File: src/rtl/mac_pkg.sv
`default_nettype none
// ============================================================================
// Module      : mac_pkg
// Description : Shared MAC datapath constants and the RX FIFO entry type.
//               An RX FIFO entry is one received byte plus an end-of-frame
//               flag, so the host side can recover frame boundaries.
// Revision    : 1.0 - initial release
// ============================================================================
package mac_pkg;

  localparam int MAC_BYTE_W     = 8;
  localparam int RX_FIFO_DEPTH  = 128;
  localparam int RX_FIFO_ADDR_W = $clog2(RX_FIFO_DEPTH);

  // 9-bit FIFO entry {eof, byte}
  typedef struct packed {
    logic                  eof;
    logic [MAC_BYTE_W-1:0] data;
  } rx_entry_t;

endpackage : mac_pkg
`default_nettype wire

File: src/rtl/mac_rx_fifo_ram.sv
`default_nettype none
// ============================================================================
// Module      : mac_rx_fifo_ram
// Description : Simple dual-port DEPTH x 9 storage for the RX frame FIFO.
//               Synchronous write port; read port with a registered output
//               that holds its value when no read is requested.
// Ports       : clk, rst_n          - clock, async active-low reset
//               wr_en_i/wr_addr_i/wr_entry_i - write port
//               rd_en_i/rd_addr_i   - read request and address
//               rd_entry_o          - registered read data {eof, byte}
//               rd_eof_peek_o       - eof flag of the entry at rd_addr_i,
//                                     visible before it is popped
// Revision    : 1.0 - initial release
// ============================================================================
module mac_rx_fifo_ram
  import mac_pkg::*;
#(
  parameter int DEPTH  = RX_FIFO_DEPTH,
  parameter int ADDR_W = RX_FIFO_ADDR_W
) (
  input  logic              clk,
  input  logic              rst_n,
  input  logic              wr_en_i,
  input  logic [ADDR_W-1:0] wr_addr_i,
  input  rx_entry_t         wr_entry_i,
  input  logic              rd_en_i,
  input  logic [ADDR_W-1:0] rd_addr_i,
  output rx_entry_t         rd_entry_o,
  output logic              rd_eof_peek_o
);

  rx_entry_t mem_q [DEPTH];
  rx_entry_t rd_q;

  // Storage array is intentionally not reset.
  always_ff @(posedge clk) begin
    if (wr_en_i) begin
      mem_q[wr_addr_i] <= wr_entry_i;
    end
  end

  always_ff @(posedge clk or negedge rst_n) begin
    if (!rst_n) begin
      rd_q <= '0;
    end else if (rd_en_i) begin
      rd_q <= mem_q[rd_addr_i];
    end
  end

  // The frame counter must know at pop time whether the popped byte ends
  // a frame, so the eof flag is also read combinationally.
  assign rd_eof_peek_o = mem_q[rd_addr_i].eof;
  assign rd_entry_o    = rd_q;

endmodule : mac_rx_fifo_ram
`default_nettype wire

File: src/rtl/mac_rx_fifo.sv
`default_nettype none
// ============================================================================
// Module      : mac_rx_fifo
// Description : Receive-side frame FIFO. Bytes are written speculatively and
//               become readable only when the frame's last byte arrives with
//               a good status; bad or overflowed frames are rewound and
//               counted as dropped.
// Ports       : clk, rst_n                 - clock, async active-low reset
//               rx_fifo_wr_*_i, rx_frame_good_i - deframer write side
//               rx_fifo_rd_en_i             - host pop request
//               rx_fifo_rd_data/valid/last_o - popped byte (1-cycle latency)
//               rx_fifo_empty_o/full_o      - occupancy flags
//               rx_frame_avail_o            - a complete frame is stored
//               rx_drop_cnt_o               - saturating dropped-frame count
// Revision    : 1.0 - initial release
// ============================================================================
module mac_rx_fifo
  import mac_pkg::*;
#(
  parameter int DEPTH  = RX_FIFO_DEPTH,
  parameter int ADDR_W = RX_FIFO_ADDR_W,
  parameter int DROP_W = 16
) (
  input  logic                  clk,
  input  logic                  rst_n,
  input  logic [MAC_BYTE_W-1:0] rx_fifo_wr_data_i,
  input  logic                  rx_fifo_wr_en_i,
  input  logic                  rx_fifo_wr_last_i,
  input  logic                  rx_frame_good_i,
  input  logic                  rx_fifo_rd_en_i,
  output logic [MAC_BYTE_W-1:0] rx_fifo_rd_data_o,
  output logic                  rx_fifo_rd_valid_o,
  output logic                  rx_fifo_rd_last_o,
  output logic                  rx_fifo_empty_o,
  output logic                  rx_fifo_full_o,
  output logic                  rx_frame_avail_o,
  output logic [DROP_W-1:0]     rx_drop_cnt_o
);

  localparam logic [ADDR_W:0] c_full_used = (ADDR_W+1)'(DEPTH);
  localparam logic [ADDR_W:0] c_ptr_one   = (ADDR_W+1)'(1);

  logic [ADDR_W:0]   wr_ptr_q, wr_ptr_d;
  logic [ADDR_W:0]   commit_ptr_q, commit_ptr_d;
  logic [ADDR_W:0]   rd_ptr_q, rd_ptr_d;
  logic [ADDR_W:0]   frame_cnt_q, frame_cnt_d;
  logic              ovf_q, ovf_d;
  logic              rd_valid_q, rd_valid_d;
  logic [DROP_W-1:0] drop_cnt_q, drop_cnt_d;

  logic [ADDR_W:0]   w_used;
  logic              w_full, w_empty;
  logic              w_do_wr, w_eof, w_commit, w_drop;
  logic              w_do_rd, w_peek_eof, w_pop_last;
  rx_entry_t         w_wr_entry, w_rd_entry;

  // The extra pointer MSB separates full (used==DEPTH) from empty.
  assign w_used  = wr_ptr_q - rd_ptr_q;
  assign w_full  = (w_used == c_full_used);
  assign w_empty = (rd_ptr_q == commit_ptr_q);

  assign w_do_wr    = rx_fifo_wr_en_i & ~w_full;
  assign w_eof      = rx_fifo_wr_en_i & rx_fifo_wr_last_i;
  // A last byte arriving while full is itself lost, so the frame is dropped.
  assign w_commit   = w_eof & rx_frame_good_i & ~ovf_q & ~w_full;
  assign w_drop     = w_eof & ~w_commit;
  assign w_do_rd    = rx_fifo_rd_en_i & ~w_empty;
  assign w_pop_last = w_do_rd & w_peek_eof;

  assign w_wr_entry = '{eof: rx_fifo_wr_last_i, data: rx_fifo_wr_data_i};

  always_comb begin
    wr_ptr_d     = wr_ptr_q;
    commit_ptr_d = commit_ptr_q;
    rd_ptr_d     = rd_ptr_q;
    frame_cnt_d  = frame_cnt_q;
    ovf_d        = ovf_q;
    drop_cnt_d   = drop_cnt_q;
    rd_valid_d   = w_do_rd;

    if (w_do_wr) begin
      wr_ptr_d = wr_ptr_q + c_ptr_one;
    end else if (rx_fifo_wr_en_i) begin
      ovf_d = 1'b1;
    end

    if (w_commit) begin
      commit_ptr_d = wr_ptr_q + c_ptr_one;
    end else if (w_drop) begin
      wr_ptr_d = commit_ptr_q;
      ovf_d    = 1'b0;
      if (drop_cnt_q != '1) begin
        drop_cnt_d = drop_cnt_q + DROP_W'(1);
      end
    end

    if (w_do_rd) begin
      rd_ptr_d = rd_ptr_q + c_ptr_one;
    end

    case ({w_commit, w_pop_last})
      2'b10:   frame_cnt_d = frame_cnt_q + c_ptr_one;
      2'b01:   frame_cnt_d = frame_cnt_q - c_ptr_one;
      default: frame_cnt_d = frame_cnt_q;
    endcase
  end

  always_ff @(posedge clk or negedge rst_n) begin
    if (!rst_n) begin
      wr_ptr_q     <= '0;
      commit_ptr_q <= '0;
      rd_ptr_q     <= '0;
      frame_cnt_q  <= '0;
      ovf_q        <= 1'b0;
      rd_valid_q   <= 1'b0;
      drop_cnt_q   <= '0;
    end else begin
      wr_ptr_q     <= wr_ptr_d;
      commit_ptr_q <= commit_ptr_d;
      rd_ptr_q     <= rd_ptr_d;
      frame_cnt_q  <= frame_cnt_d;
      ovf_q        <= ovf_d;
      rd_valid_q   <= rd_valid_d;
      drop_cnt_q   <= drop_cnt_d;
    end
  end

  mac_rx_fifo_ram #(
    .DEPTH  (DEPTH),
    .ADDR_W (ADDR_W)
  ) u_ram (
    .clk           (clk),
    .rst_n         (rst_n),
    .wr_en_i       (w_do_wr),
    .wr_addr_i     (wr_ptr_q[ADDR_W-1:0]),
    .wr_entry_i    (w_wr_entry),
    .rd_en_i       (w_do_rd),
    .rd_addr_i     (rd_ptr_q[ADDR_W-1:0]),
    .rd_entry_o    (w_rd_entry),
    .rd_eof_peek_o (w_peek_eof)
  );

  assign rx_fifo_rd_data_o  = w_rd_entry.data;
  assign rx_fifo_rd_last_o  = w_rd_entry.eof;
  assign rx_fifo_rd_valid_o = rd_valid_q;
  assign rx_fifo_empty_o    = w_empty;
  assign rx_fifo_full_o     = w_full;
  assign rx_frame_avail_o   = (frame_cnt_q != '0);
  assign rx_drop_cnt_o      = drop_cnt_q;

endmodule : mac_rx_fifo
`default_nettype wire
File: config.mk
export PLATFORM = sky130hd
export DESIGN_NAME = mac_rx_fifo
export DESIGN_NICKNAME = d
export VERILOG_FILES = /design/src/rtl/mac_pkg.sv /design/src/rtl/mac_rx_fifo_ram.sv /design/src/rtl/mac_rx_fifo.sv
export SDC_FILE = /design/constraint.sdc
export NUM_CORES = 1
export LEC_CHECK = 0
export CORE_MARGIN = 1
export CORE_UTILIZATION = 44
export CTS_BUF_LIST = sky130_fd_sc_hd__clkbuf_4
export DETAILED_ROUTE_END_ITERATION = 7
export PLACE_DENSITY = 0.58
export SETUP_SLACK_MARGIN = 0.2
export SKIP_LAST_GASP = 1
export SYNTH_ARGS = -nofsm -noshare
export SYNTH_HDL_FRONTEND = slang
export SYNTH_SLANG_ARGS = --single-unit
export TNS_END_PERCENT = 1
File: constraint.sdc
create_clock -name clk -period 9.3 [get_ports clk]
set_clock_uncertainty 0.1 [all_clocks]
set_input_delay 1.395 -clock clk [delete_from_list [all_inputs] [get_ports clk]]
set_output_delay 1.395 -clock clk [all_outputs]
set_load 0.02 [all_outputs]
==> run_results.csv <==
group,metric,value,unit
sta,rsz0062_at_grt,"no",
worst_setup_path,crit_family,"buffers and inverters",
grt,antenna_found_initial,9,
sta,slew_headroom,24.5,%
detailed_routing,drc,0,
power,power_density,294,nW/um^2
detailed_routing,routed-via-count,25978,
sta,worst_pin_slew,1130,ps
synth,netlist-cell-type-count,68,
layout,nets,2750,
floorplan,boundaryPins,43,
worst_setup_path,worst_r2r_endpoint,"frame_cnt_q[7]",
worst_setup_path,cp.buffers_inverters,2,
worst_setup_path,rrSetupSlack,3210,ps
layout,fin_area,53900,sq um
grt,grt-ovfl-total,0,
cts,clock_path_buffers,4,
worst_setup_path,cp-end-kind,"output port",
worst_setup_path,cp_max_fo,46,
worst_setup_path,cp_slowest_cell,"dfrtp_4",
synth,ys_seq_area_share,74.8,%
grt,grt_pass1_vias,26440,
sta,max_clock_freq,152,MHz
worst_setup_path,cp_cell_sequence,"buf_4 > ha_1 > nor2b_1 > o221a_2 > a311o_1 > o211ai_1 > and3_1 > clkdlybuf4s50_1",
cts,clk_pin_slew,60,ps
worst_setup_path,slowest_delay,1040,ps
sta,hold_viol,0,
layout,fillers,8976,
worst_setup_path,rr_worst_depth,16,
layout,final_common_cell,"edfxtp_1",
cts,post_cts_buffers,0,
worst_setup_path,worstSetupPathType,"reg2out",
worst_setup_path,startpoint_type,"register",
sta,maxSlewViolCount,0,
cts,htree_levels,5,
layout,layout_common_cells,"1152 x edfxtp_1, 466 x clkbuf_4, 291 x mux4_2, 180 x nor2_1, 94 x nand2_1",
sta,fin_setup_tns,0,ps
detailed_routing,wl_per_cell,29.4,microns
worst_setup_path,arrival,5090,ps
cts,clock_latency,1160,ps
grt,grt_max_degree,139,
detailed_routing,wirelength,128000,microns
sta,post-route-period-util,70.8,%
cts,post_cts_resized,0,
cts,cts_tree,"yes",
sta,period_needed,6590,ps
synth,ys_seq_elements,1211,
detailed_routing,drt_iter0_markers,3233,
worst_setup_path,cp.required,7810,ps
synth,syn_nets,2467,
synth,synthArstFlopShare,4.87,%
floorplan,core_area,109000,sq um
job,maxCapViolCount,0,
power,ir_drop,0.303,mV
hold_path,hold_path_class,"in2async",
cts,cts_num_sinks,1211,
placed_design,place_area,50000,sq um
floorplan,die_w,333,microns
floorplan,initial_core_util,44.3,%
detailed_routing,drt_pre_antenna_iters,6,
power,p_total,0.0158,W
status,outcome,"completed",
synth,synth-main-ff-cell,"edfxtp_1",
synth,synth_edf_count,1152,
synth,syn_area,48200,sq um
power,p_leak,17.5,nW
placed_design,gp_congestion,0.894,
floorplan,num_rows,121,
worst_setup_path,r2r-start,"rd_ptr_q[0]",
layout,syn_to_final_growth,11.8,%
synth,yosys_warnings,0,
floorplan,die_area,111000,sq um
synth,synth_cells,2435,
grt,grt_pass1_wl,185000,microns
sta,setup_viol,0,
cts,cts-hold-fix-buffers,0,
layout,final_layout_size_suffix_gt1_share,29.7,%
placed_design,portBuffers,42,
floorplan,die_h,333,microns
cts,cts_made_buffers,328,
detailed_routing,ant_nets,0,
grt,grt_util_all_layers,23.3,%
cts,cts_root_buf,"clkbuf_4",
placed_design,post-dp-hpwl,77600,microns
synth,avgSynthCellArea,19.8,sq um
detailed_routing,via_per_inst,5.99,
-- cells in the mapped netlist, drive strengths merged (10+ instances only) --
| cell type | instances | area (sq um) |
|---|---|---|
| a221oi | 15 | 131 |
| nand2 | 94 | 353 |
| a31oi | 13 | 81.3 |
| or3 | 21 | 131 |
| a21oi | 39 | 195 |
| nor3 | 26 | 130 |
| mux4 | 291 | 6550 |
| buf | 75 | 577 |
| edfxtp | 1152 | 34600 |
| o22ai | 14 | 87.6 |
| nand3 | 35 | 175 |
| o21ai | 42 | 210 |
| a211oi | 20 | 150 |
| ha | 17 | 213 |
| a22oi | 18 | 135 |
| nor2 | 182 | 683 |
| dfrtp | 59 | 1480 |
| mux2i | 59 | 591 |
| clkbuf | 69 | 259 |
| xnor2 | 21 | 184 |
| nand4 | 13 | 81.3 |
| nor2b | 14 | 87.6 |
| and3 | 15 | 93.8 |
| xor2 | 24 | 210 |
| mux2 | 10 | 113 |
| inv | 11 | 41.3 |
-- per-stage QoR --
step	hold WS [ps]	cells	setup slack, ps	util [%]
after floorplan	348	2435	3810	-
after global placement	372	3802	3320	46.0
after detailed placement	386	3802	3220	46.0
after CTS	232	4336	2530	49.6
after global routing	308	4337	2360	49.6
final	307	4337	2710	49.6
-- cell families (layout without fill, tap and decap cells) --
| logic type | count (synthesis) | in the layout | synth area share, % |
|---|---|---|---|
| flops | 1211 | 1211 | 74.8 |
| simple gates | 436 | 436 | 4.12 |
| mux | 360 | 360 | 15.1 |
| compound gates | 205 | 205 | 2.85 |
| buf+inv | 160 | 647 | 1.86 |
| xor+xnor | 45 | 45 | 0.818 |
| fa+ha+maj | 18 | 18 | 0.483 |
| other cells | 0 | 1 | 0 |
-- cell type report --
class	count	area, sq um	area share, %
well taps	1414	1770	3.28
inverters	16	60.1	0.111
clock buffers	466	3500	6.49
flip-flops and latches	1211	36100	67.0
repair buffers	97	843	1.57
multi-input cells	1064	11300	20.9
clock inverters	68	365	0.678
diodes	1	2.50	0.00464
-- worst max-delay path by stage --
stage / from / end / cells past startpoint / slack, ps
after floorplan: rd_ptr_q[2] / frame_cnt_q[7] / 21 / 3810
after global placement: rd_ptr_q[0] / frame_cnt_q[7] / 17 / 3320
after detailed placement: rd_ptr_q[0] / frame_cnt_q[7] / 16 / 3220
after CTS: rd_ptr_q[0] / rx_fifo_full_o / 8 / 2530
after global routing: rd_ptr_q[0] / rx_fifo_full_o / 8 / 2360
final: rd_ptr_q[0] / rx_fifo_full_o / 8 / 2710
-- per-layer routing --
layer  global-route usage, %  vias to the layer above  share of wire [%]
li1                        -                    10728                  -
met2                    35.8                     1337                 47
met3                    5.76                      211                9.1
met1                    32.7                    13696                 41
met5                       0                        -              0.065
met4                    7.39                        6                2.1
-- power breakdown --
group | switching, W | internal, W
logic | 0.00289 | 0.00196
registers | 0.000322 | 0.00617
clock network | 0.00211 | 0.00237
-- flip-flops by register name, indices dropped and copies added, names as in the netlist --
signal / flops
commit_ptr_q: 8
frame_cnt_q: 8
ovf_q: 1
rd_ptr_q: 8
rx_drop_cnt_o: 16
rx_fifo_rd_valid_o: 1
u_ram.mem_q: 1152
u_ram.rd_entry_o: 9
wr_ptr_q: 8
No activity file was read; power rests on OpenSTA's default activity.
